==> src/rtl/sdram_pkg.sv <==
// Shared types and helpers for the SDRAM multiport arbiter.
// Provides the arbiter state enum and the round-robin pick helper.
package sdram_pkg;

  typedef enum logic [1:0] {
    ARB_IDLE  = 2'd0,
    ARB_CMD   = 2'd1,
    ARB_WDATA = 2'd2
  } arb_state_t;

  // First set bit of req at or above ptr, wrapping within n ports (n <= 8).
  function automatic logic [2:0] rr_pick(input logic [7:0] req, input logic [2:0] ptr,
                                         input int unsigned n);
    logic [2:0] sel;
    logic [2:0] idx;
    logic       found;
    sel   = '0;
    found = 1'b0;
    for (int unsigned i = 0; i < 8; i++) begin
      idx = 3'((32'(ptr) + i) % n);
      if (!found && (i < n) && req[idx]) begin
        sel   = idx;
        found = 1'b1;
      end
    end
    return sel;
  endfunction

endpackage

==> src/rtl/sdram_tag_fifo.sv <==
// In-order tag FIFO holding the port index of each outstanding read burst.
// Ports: push/push_data enqueue, pop dequeues, head is the oldest entry,
// full/empty/count report occupancy. Push on full and pop on empty are ignored.
module sdram_tag_fifo #(
  parameter int unsigned WIDTH = 2,
  parameter int unsigned DEPTH = 8
) (
  input  logic                     clk,
  input  logic                     rstn,
  input  logic                     push,
  input  logic [WIDTH-1:0]         push_data,
  input  logic                     pop,
  output logic [WIDTH-1:0]         head,
  output logic                     full,
  output logic                     empty,
  output logic [$clog2(DEPTH):0]   count
);
  localparam int unsigned PW = (DEPTH > 1) ? $clog2(DEPTH) : 1;
  localparam int unsigned CW = $clog2(DEPTH) + 1;

  logic [WIDTH-1:0] mem [DEPTH];
  logic [PW-1:0]    wr_q, rd_q;
  logic [CW-1:0]    cnt_q;
  logic             do_push, do_pop;

  assign empty   = (cnt_q == '0);
  assign full    = (cnt_q == CW'(DEPTH));
  assign count   = cnt_q;
  assign head    = mem[rd_q];
  assign do_push = push && !full;
  assign do_pop  = pop && !empty;

  // Storage needs no reset; entries are only read behind a valid count.
  always_ff @(posedge clk) begin
    if (do_push) mem[wr_q] <= push_data;
  end

  // Pointers and occupancy.
  always_ff @(posedge clk or negedge rstn) begin
    if (!rstn) begin
      wr_q  <= '0;
      rd_q  <= '0;
      cnt_q <= '0;
    end else begin
      if (do_push) wr_q <= (wr_q == PW'(DEPTH - 1)) ? '0 : wr_q + PW'(1);
      if (do_pop)  rd_q <= (rd_q == PW'(DEPTH - 1)) ? '0 : rd_q + PW'(1);
      case ({do_push, do_pop})
        2'b10:   cnt_q <= cnt_q + CW'(1);
        2'b01:   cnt_q <= cnt_q - CW'(1);
        default: cnt_q <= cnt_q;
      endcase
    end
  end

endmodule

==> src/rtl/sdram_multiport_arbiter.sv <==
// N-port burst arbiter in front of the SDRAM controller command interface.
// Ports: per-port command (valid/ready/we/addr), write beat (valid/ready/data/dqm)
// and read response (valid/last/data/ready) lanes; controller-side command, write
// and response handshakes; grant_o, tag_count_o and sticky error_orphan_o.
// Optional macro SDRAM_ARB_PRIO0_EN: eligible port 0 always wins arbitration and
// its grants leave the round-robin pointer untouched.
module sdram_multiport_arbiter
  import sdram_pkg::*;
#(
  parameter int unsigned NUM_PORTS  = 4,
  parameter int unsigned ADDR_WIDTH = 24,
  parameter int unsigned DATA_WIDTH = 16,
  parameter int unsigned DQM_WIDTH  = DATA_WIDTH / 8,
  parameter int unsigned BURST_LEN  = 8,
  parameter int unsigned TAG_DEPTH  = 8
) (
  input  logic                            clk,
  input  logic                            rstn,
  input  logic [NUM_PORTS-1:0]            port_cmd_valid_i,
  output logic [NUM_PORTS-1:0]            port_cmd_ready_o,
  input  logic [NUM_PORTS-1:0]            port_cmd_we_i,
  input  logic [NUM_PORTS*ADDR_WIDTH-1:0] port_cmd_addr_i,
  input  logic [NUM_PORTS-1:0]            port_wdata_valid_i,
  output logic [NUM_PORTS-1:0]            port_wdata_ready_o,
  input  logic [NUM_PORTS*DATA_WIDTH-1:0] port_wdata_i,
  input  logic [NUM_PORTS*DQM_WIDTH-1:0]  port_wdqm_i,
  output logic [NUM_PORTS-1:0]            port_rsp_valid_o,
  output logic [NUM_PORTS-1:0]            port_rsp_last_o,
  output logic [DATA_WIDTH-1:0]           port_rsp_data_o,
  input  logic [NUM_PORTS-1:0]            port_rsp_ready_i,
  output logic                            mem_cmd_valid_o,
  input  logic                            mem_cmd_ready_i,
  output logic                            mem_cmd_we_o,
  output logic [ADDR_WIDTH-1:0]           mem_cmd_addr_o,
  output logic                            mem_wdata_valid_o,
  input  logic                            mem_wdata_ready_i,
  output logic [DATA_WIDTH-1:0]           mem_wdata_o,
  output logic [DQM_WIDTH-1:0]            mem_wdqm_o,
  input  logic                            mem_rsp_valid_i,
  output logic                            mem_rsp_ready_o,
  input  logic                            mem_rsp_last_i,
  input  logic [DATA_WIDTH-1:0]           mem_rsp_data_i,
  output logic [$clog2(NUM_PORTS)-1:0]    grant_o,
  output logic [$clog2(TAG_DEPTH):0]      tag_count_o,
  output logic                            error_orphan_o,
  input  logic                            error_clear_i
);
  localparam int unsigned GW = $clog2(NUM_PORTS);
  localparam int unsigned BW = (BURST_LEN > 1) ? $clog2(BURST_LEN) : 1;

  arb_state_t             state_q;
  logic [GW-1:0]          rr_ptr_q, grant_q, pick, next_ptr, head;
  logic                   we_q, err_q;
  logic [ADDR_WIDTH-1:0]  addr_q;
  logic [BW-1:0]          beat_q;
  logic [NUM_PORTS-1:0]   elig;
  logic                   fifo_full, fifo_empty, push, pop, cmd_hs, wd_hs;

  assign mem_cmd_valid_o = (state_q == ARB_CMD);
  assign mem_cmd_we_o    = we_q;
  assign mem_cmd_addr_o  = addr_q;
  assign grant_o         = grant_q;
  assign error_orphan_o  = err_q;

  // Reads need a free tag slot; writes are always eligible.
  assign elig   = port_cmd_valid_i & (port_cmd_we_i | {NUM_PORTS{!fifo_full}});
  assign cmd_hs = (state_q == ARB_CMD) && mem_cmd_ready_i;
  assign wd_hs  = (state_q == ARB_WDATA) && port_wdata_valid_i[grant_q] && mem_wdata_ready_i;
  assign push   = cmd_hs && !we_q;
  assign pop    = !fifo_empty && mem_rsp_valid_i && mem_rsp_last_i && port_rsp_ready_i[head];

  // Arbitration choice for the next grant.
  always_comb begin
    pick = GW'(rr_pick(8'(elig), 3'(rr_ptr_q), NUM_PORTS));
`ifdef SDRAM_ARB_PRIO0_EN
    if (elig[0]) pick = '0;
`endif
  end

  // Round-robin pointer after the current grant completes.
  always_comb begin
    next_ptr = (grant_q == GW'(NUM_PORTS - 1)) ? '0 : grant_q + GW'(1);
`ifdef SDRAM_ARB_PRIO0_EN
    if (grant_q == '0) next_ptr = rr_ptr_q;
`endif
  end

  // Command FSM.
  always_ff @(posedge clk or negedge rstn) begin
    if (!rstn) begin
      state_q  <= ARB_IDLE;
      rr_ptr_q <= '0;
      grant_q  <= '0;
      we_q     <= 1'b0;
      addr_q   <= '0;
      beat_q   <= '0;
    end else begin
      case (state_q)
        ARB_IDLE: begin
          if (|elig) begin
            grant_q <= pick;
            we_q    <= port_cmd_we_i[pick];
            addr_q  <= port_cmd_addr_i[int'(pick)*ADDR_WIDTH +: ADDR_WIDTH];
            state_q <= ARB_CMD;
          end
        end
        ARB_CMD: begin
          if (mem_cmd_ready_i) begin
            if (we_q) begin
              beat_q  <= '0;
              state_q <= ARB_WDATA;
            end else begin
              rr_ptr_q <= next_ptr;
              state_q  <= ARB_IDLE;
            end
          end
        end
        ARB_WDATA: begin
          if (wd_hs) begin
            if (beat_q == BW'(BURST_LEN - 1)) begin
              beat_q   <= '0;
              rr_ptr_q <= next_ptr;
              state_q  <= ARB_IDLE;
            end else begin
              beat_q <= beat_q + BW'(1);
            end
          end
        end
        default: state_q <= ARB_IDLE;
      endcase
    end
  end

  // Sticky orphan-response flag; clear wins over a simultaneous set.
  always_ff @(posedge clk or negedge rstn) begin
    if (!rstn)                                err_q <= 1'b0;
    else if (error_clear_i)                   err_q <= 1'b0;
    else if (mem_rsp_valid_i && fifo_empty)   err_q <= 1'b1;
  end

  // Command-accept and write-beat pass-through for the granted port.
  always_comb begin
    port_cmd_ready_o   = '0;
    port_wdata_ready_o = '0;
    mem_wdata_valid_o  = 1'b0;
    mem_wdata_o        = '0;
    mem_wdqm_o         = '0;
    if (state_q == ARB_CMD) port_cmd_ready_o[grant_q] = mem_cmd_ready_i;
    if (state_q == ARB_WDATA) begin
      mem_wdata_valid_o           = port_wdata_valid_i[grant_q];
      mem_wdata_o                 = port_wdata_i[int'(grant_q)*DATA_WIDTH +: DATA_WIDTH];
      mem_wdqm_o                  = port_wdqm_i[int'(grant_q)*DQM_WIDTH +: DQM_WIDTH];
      port_wdata_ready_o[grant_q] = mem_wdata_ready_i;
    end
  end

  // Response routing to the port at the tag FIFO head; orphans are accepted and dropped.
  always_comb begin
    port_rsp_valid_o = '0;
    port_rsp_last_o  = '0;
    port_rsp_data_o  = mem_rsp_data_i;
    mem_rsp_ready_o  = mem_rsp_valid_i;
    if (!fifo_empty) begin
      port_rsp_valid_o[head] = mem_rsp_valid_i;
      port_rsp_last_o[head]  = mem_rsp_last_i;
      mem_rsp_ready_o        = port_rsp_ready_i[head];
    end
  end

  sdram_tag_fifo #(
    .WIDTH (GW),
    .DEPTH (TAG_DEPTH)
  ) u_tag_fifo (
    .clk       (clk),
    .rstn      (rstn),
    .push      (push),
    .push_data (grant_q),
    .pop       (pop),
    .head      (head),
    .full      (fifo_full),
    .empty     (fifo_empty),
    .count     (tag_count_o)
  );

endmodule

==> config.mk <==
export PLATFORM = sky130hd
export DESIGN_NAME = sdram_multiport_arbiter
export DESIGN_NICKNAME = d
export VERILOG_FILES = /design/src/rtl/sdram_pkg.sv /design/src/rtl/sdram_tag_fifo.sv /design/src/rtl/sdram_multiport_arbiter.sv
export SDC_FILE = /design/constraint.sdc
export NUM_CORES = 1
export LEC_CHECK = 0
export BUFFER_PORTS_ARGS = -buffer_cell sky130_fd_sc_hd__buf_2
export CAP_MARGIN = 10
export CORE_AREA = 2 2 113 115
export DETAILED_ROUTE_END_ITERATION = 10
export DIE_AREA = 0 0 115 117
export GPL_TIMING_DRIVEN = 0
export PLACE_DENSITY = 0.71
export SLEW_MARGIN = 5
export SYNTH_ARGS = -nofsm -noshare
export SYNTH_HDL_FRONTEND = slang
export SYNTH_SLANG_ARGS = --single-unit
==> constraint.sdc <==
create_clock -name clk -period 8.7 [get_ports clk]
set_input_delay 1.74 -clock clk [delete_from_list [all_inputs] [get_ports clk]]
set_output_delay 1.74 -clock clk [all_outputs]
set_load 0.02 [all_outputs]
After elaboration in Yosys (flattened, before gate mapping)
Memories as Yosys holds them, arrays and structs flattened.
Cells that the tools add are included.
{ "word_totals": {"input_bits": 207, "n_memories": 1, "ram_bits": 16, "register_bits": 45, "elab_cells": 142} }
{ "op_classes": {"n_shift": 3, "mul": 1, "n_eq_ne": 15, "order_cmp": 9, "muxes": 57, "n_bitwise": 6, "addsub": 9, "n_reduce_logical": 31} }
{ "memory_table": {"columns": ["name", "words", "width", "rd", "rd_ports_with_merged_regs", "write_ports", "line", "source"], "rows": [
  ["u_tag_fifo.mem", 8, 2, 1, 0, 1, "sdram_tag_fifo.sv:21", "logic [WIDTH-1:0] mem [DEPTH];"]
]} }
{ "ops": {"columns": ["op", "n"], "rows": [
  ["96-bit by 8-bit indexed part select with 24-bit output", 1],
  ["64-bit by 7-bit indexed part select with 16-bit output", 1],
  ["2-bit two-way mux", 15],
  ["4-bit bitwise AND", 5],
  ["1-bit two-way mux", 18],
  ["3-bit two-way mux", 6],
  ["2-bit by 4-bit < comparator with 1-bit output, second input constant", 4],
  ["16-bit two-way mux", 1],
  ["4-bit two-way mux", 4],
  ["1-bit logical AND", 15],
  ["1-bit binary-select mux with 2-bit select", 7],
  ["3-bit by 1-bit adder with 3-bit output, second input constant", 3],
  ["3-bit == test, second input constant", 3],
  ["2-bit by 3-bit < comparator with 1-bit output, second input constant", 3],
  ["2-bit != test, second input constant", 4],
  ["4-bit case mux with 2 select lines", 1],
  ["4-bit AND reduction", 2],
  ["8-bit by 4-bit indexed part select with 2-bit output", 1],
  ["2-bit == test, second input constant", 3],
  ["1-bit logical NOT", 6],
  ["2-bit case mux with 3 select lines", 1],
  ["3-bit case mux with 2 select lines", 1],
  ["2-bit nonzero test", 3],
  ["5-bit AND reduction", 1],
  ["other kinds (16)", 22]
]} }

Logic depth before layout (Yosys ltp)
{ "logic_depth": {"ltp_word": 18, "mapped_depth": 13, "ltp_nobuf": 12} }

Cells and area by module
Synthesis repeated with hierarchy kept, for this count alone.
{ "unflattened": {"hier_cells": 399, "area_unflattened_um2": 4459.3} }
{ "modules_own_cells": {"columns": ["module", "area_per_inst_um2", "cells_each", "n_inst"], "rows": [
  ["sdram_multiport_arbiter", 3123.0, 307, 1],
  ["sdram_tag_fifo", 1336.3, 92, 1]
]} }

Worst setup path before layout
Ideal clock, no wire load.
{ "synth_timing": {"path_kind": "input port to output port", "start": "input port port_wdata_valid_i[3]", "end": "output port mem_wdata_valid_o", "arrival_ps": 2452, "slack_ps": 4508, "t_required_ps": 6960, "path_buffers": 0, "path_stages": 2, "cell_sequence": "mux4_2 and2_1"} }
{ "synth_between": {"elab_chain_len": 3} }
{ "synth_lines": {"columns": ["item", "line", "source"], "rows": [
  ["start: declaration", "sdram_multiport_arbiter.sv:23", "input logic [NUM_PORTS-1:0] port_wdata_valid_i,"],
  ["1-bit binary-select mux with 2-bit select", "sdram_multiport_arbiter.sv:150", "mem_wdata_valid_o = port_wdata_valid_i[grant_q];"],
  ["1-bit two-way mux (not written as such)", "sdram_multiport_arbiter.sv:150", null],
  ["1-bit two-way mux", "sdram_multiport_arbiter.sv:149", "if (state_q == ARB_WDATA) begin"],
  ["end: declaration", "sdram_multiport_arbiter.sv:35", "output logic mem_wdata_valid_o,"]
]} }
No other way between the ends. The select of a mux whose other input is x is not followed.

Worst setup path in the final report
{ "layout_timing": {"start": "input port port_wdata_valid_i[2]", "end": "output port mem_wdata_valid_o"} }
The elaborated chain is that of the path after synthesis.

==> impl_results.rst <==
.. list-table::
   :header-rows: 1

   * - Metric
     - Value
   * - Outcome
     - completed
   * - Post-CTS Setup Bufs
     - 0
   * - Share of power burned in the clock network
     - 17.5%
   * - Final period demand of the worst path
     - 4.41 ns
   * - Unrepaired setup endpoints after global routing
     - no
   * - Number of hold-slack violations in the final timing report
     - 0
   * - Largest delay contributor family on the critical path
     - multiplexers
   * - Clock-pin slew on the worst setup and hold paths
     - 0.06 ns
   * - Peak supply drop
     - 0.161 mV
   * - Final nets
     - 887
   * - Final cell utilization of the core
     - 50.8%
   * - Kind of path behind the tightest hold check
     - flip-flop to flip-flop
   * - Int Power
     - 1.18 mW
   * - Slowest cell on crit path
     - mux4_2
   * - Post-synthesis register bit count
     - 61
   * - Post-Synthesis Mean Instance Area
     - 11.5 um^2
   * - Clk_skew
     - 0.00911 ns
   * - Number of nets in the synthesized netlist
     - 601
   * - Instance count of the mapped netlist
     - 381
   * - Leak
     - 3.15 nW
   * - Combined area of all synthesized cells
     - 4380 um^2
   * - Highest-count cells in the layout ignoring fill and taps
     - buf_2, mux2i_1, dfrtp_1, nand2_1, mux4_2
   * - Post-route DRC
     - 0
   * - Top achievable clock speed
     - 227 MHz
   * - Delay of the slowest critical-path stage
     - 0.49 ns
   * - Share of synthesized flip-flops with an asynchronous set or reset
     - 73.8%
   * - Starting Density
     - 35.6%
   * - Global-route wire length before repair
     - 20200 um
   * - Y dimension of the die
     - 117 um
   * - Category of the most critical setup path
     - input port to output pin
   * - Final instance count without filler cells
     - 822
   * - CTS tree
     - built
   * - Sw frac
     - 43.2%
   * - DIE WIDTH
     - 115 um
   * - Kind of end point of the critical path
     - output pin
   * - Count of fill cells added during filler insertion
     - 1146
   * - Number of iterations in the first detailed-routing pass
     - 4
   * - Vias after detailed routing
     - 4161
   * - Resized cells post-CTS
     - 0
   * - IO Port Bufs
     - 275
   * - Worst EP required
     - 6.96 ns
   * - Setup Viol. Count Final
     - 0
   * - Commonest non-fill, non-tap cell in the layout
     - buf_2
   * - Cell Pwr Density
     - 331 nW/um^2
   * - Combined global-route utilization of all metal layers
     - 19.2%
   * - Kind of start point of the critical path
     - input port
   * - Seq pwr share
     - 25.3%
   * - Worst Path Arrival
     - 2.67 ns
   * - Detailed-placement wirelength estimate
     - 11000 um
   * - Per-cell via count in the routed design
     - 5.06
   * - Routability congestion estimate
     - 0.865
   * - Violation count after the first detailed-route iteration
     - 106
   * - Slew HR
     - 32.9%
   * - Final count of pins violating max slew
     - 0
   * - CP cell instances
     - buf_2, mux4_2, and2_1, buf_2
   * - Vias in the first global route
     - 4065
   * - Post-route design area
     - 6260 um^2
   * - Inserted Clock Buffers
     - 9
   * - Count of buffer and inverter cells on the critical path
     - 2
   * - Worst path most repeated cell
     - buf_2
   * - Placeable core region
     - 12300 um^2
   * - Number of sinks on the clock net
     - 61
   * - Share of power burned in combinational logic
     - 57.2%
   * - Initial antenna violation count
     - 0
   * - Wire length reported by the detailed router
     - 13200 um
   * - Placed instance area
     - 5950 um^2
   * - Total global routing overflow
     - 0
   * - Clock latency reported for the late side of the worst-skew pair
     - 0.32 ns
   * - Number of placed instances, taps included
     - 806
   * - Maximum clock insertion buffer count
     - 2
   * - Area of the die
     - 13500 um^2
   * - Count of different cell masters after synthesis
     - 47
   * - Number of top-level design ports
     - 292
   * - Net Sw Power
     - 0.895 mW
   * - Proportion of layout cells with a drive suffix above 1
     - 55.8%
   * - Largest net degree at the start of global routing
     - 46
   * - Post-Route Setup TNS
     - 0 ns
   * - Number of flops mapped to enable cells by yosys
     - 16
   * - Average wire per cell in the routed design
     - 16.1 um
   * - Proportion of synthesized chip area in sequential cells
     - 36.6%
   * - Most frequently used flop master after synthesis
     - dfrtp_1
   * - Period utilization
     - 50.7%
   * - Row count
     - 41
   * - Synthesis-to-finish area growth
     - 42.7%
   * - Number of warning messages in the yosys log
     - 0
   * - Highest fanout seen on the critical path
     - 4
   * - Tightest Pin Transition
     - 1.01 ns
   * - Smallest hold slack
     - 0.487 ns
   * - Antenna viol nets, final
     - 0
   * - Root Driver
     - clkbuf_16
   * - Diode insertion count for antenna repair
     - 0
   * - Max Cap Viol
     - 0
   * - Number of hold-repair buffers added at the cts stage
     - 0
   * - H-tree lvl count
     - 3
-- synthesized netlist by cell type (7+ instances only) --
library cell	count	share of area [%]
and2_1	21	3.0
and3_1	9	1.3
buf_2	8	0.91
buf_4	19	3.3
dfrtp_1	45	26
edfxtp_1	16	11
ha_1	13	3.7
inv_1	8	0.68
mux2i_1	52	12
mux4_2	24	12
nand2_1	40	3.4
nand2b_1	8	1.1
nor2_1	16	1.4
nor3_1	7	0.80
o221ai_2	19	6.5
-- stage by stage --
step           setup slack [ns]  power, mW
2_1_floorplan              4.51       1.38
3_3_place_gp               4.30       1.69
3_5_place_dp               4.29       1.73
4_1_cts                    4.29       2.10
5_1_grt                    4.15       2.22
6_report                   4.29       2.07
-- per-layer routing --
| layer | part of all wire [%] | wire, um | global-route usage (%) |
|---|---|---|---|
| met5 | 0 | 0 | 0 |
| met4 | 1.3 | 172 | 5.70 |
| met3 | 5.3 | 705 | 3.50 |
| met2 | 52 | 6850 | 34.2 |
| met1 | 41 | 5480 | 23.8 |
-- worst paths after layout --
| path | cells past startpoint | end | slack [ns] | start |
|---|---|---|---|---|
| max | 4 | mem_wdata_valid_o | 4.29 | port_wdata_valid_i[2] |
| min | 2 | mem_cmd_addr_o[19]$_DFFE_PN0P_ | 0.49 | mem_cmd_addr_o[19]$_DFFE_PN0P_ |
| max reg2reg | 13 | u_tag_fifo.count[2]$_DFFE_PN0P_ | 5.14 | u_tag_fifo.rd_q[0]$_DFFE_PN0P_ |
| min reg2reg | 2 | mem_cmd_addr_o[19]$_DFFE_PN0P_ | 0.49 | mem_cmd_addr_o[19]$_DFFE_PN0P_ |
| max in group asynchronous | 1 | u_tag_fifo.count[3]$_DFFE_PN0P_ | 6.47 | rstn |
| min in group asynchronous | 1 | mem_cmd_addr_o[4]$_DFFE_PN0P_ | 1.58 | rstn |
-- power groups by stage --
stage                     Combinational (mW)  Clock [mW]  Sequential, mW
after global placement                  1.17           0           0.523
after detailed placement                1.20           0           0.525
after global routing                    1.30       0.380           0.541
after CTS                               1.20       0.369           0.525
final                                   1.19       0.362           0.524
after floorplan                        0.791           0           0.586
-- flip-flops by register name (all words and copies together), names as in the netlist --
name              flops
beat_q                3
error_orphan_o        1
grant_o               2
mem_cmd_addr_o       24
mem_cmd_we_o          1
rr_ptr_q              2
state_q               2
u_tag_fifo.count      4
u_tag_fifo.mem       16
u_tag_fifo.rd_q       3
u_tag_fifo.wr_q       3
-- tightest hold or removal path, cell delays in order, from the launching register on --
cell	delay [ns]
dfrtp_1	0.34
nand2_1	0.05
o221ai_1	0.06
-- layout make-up --
type / count / area [um^2] / area share (%)
clock buffers: 10 / 239 / 3.82
plain buffers: 40 / 292 / 4.66
inverters: 8 / 30.0 / 0.480
repair buffers: 275 / 1380 / 22.0
well taps: 150 / 188 / 3.00
clock inverters: 6 / 68.8 / 1.10
flip-flops and latches: 61 / 1610 / 25.7
multi-input cells: 272 / 2460 / 39.3
-- cell families (layout without fill, tap and decap cells) --
family,count (synthesis),after routing,share of synthesized area (%)
AOI/OAI and AO/OA,55,55,12.1
muxes,83,83,26.0
and+or+nand+nor,116,116,13.2
adders and majority gates,13,13,3.71
DFF,61,61,36.6
xor gates and xnor gates,5,5,0.999
buffers and inverters,48,339,7.33
(Power assumes the default switching activity.)
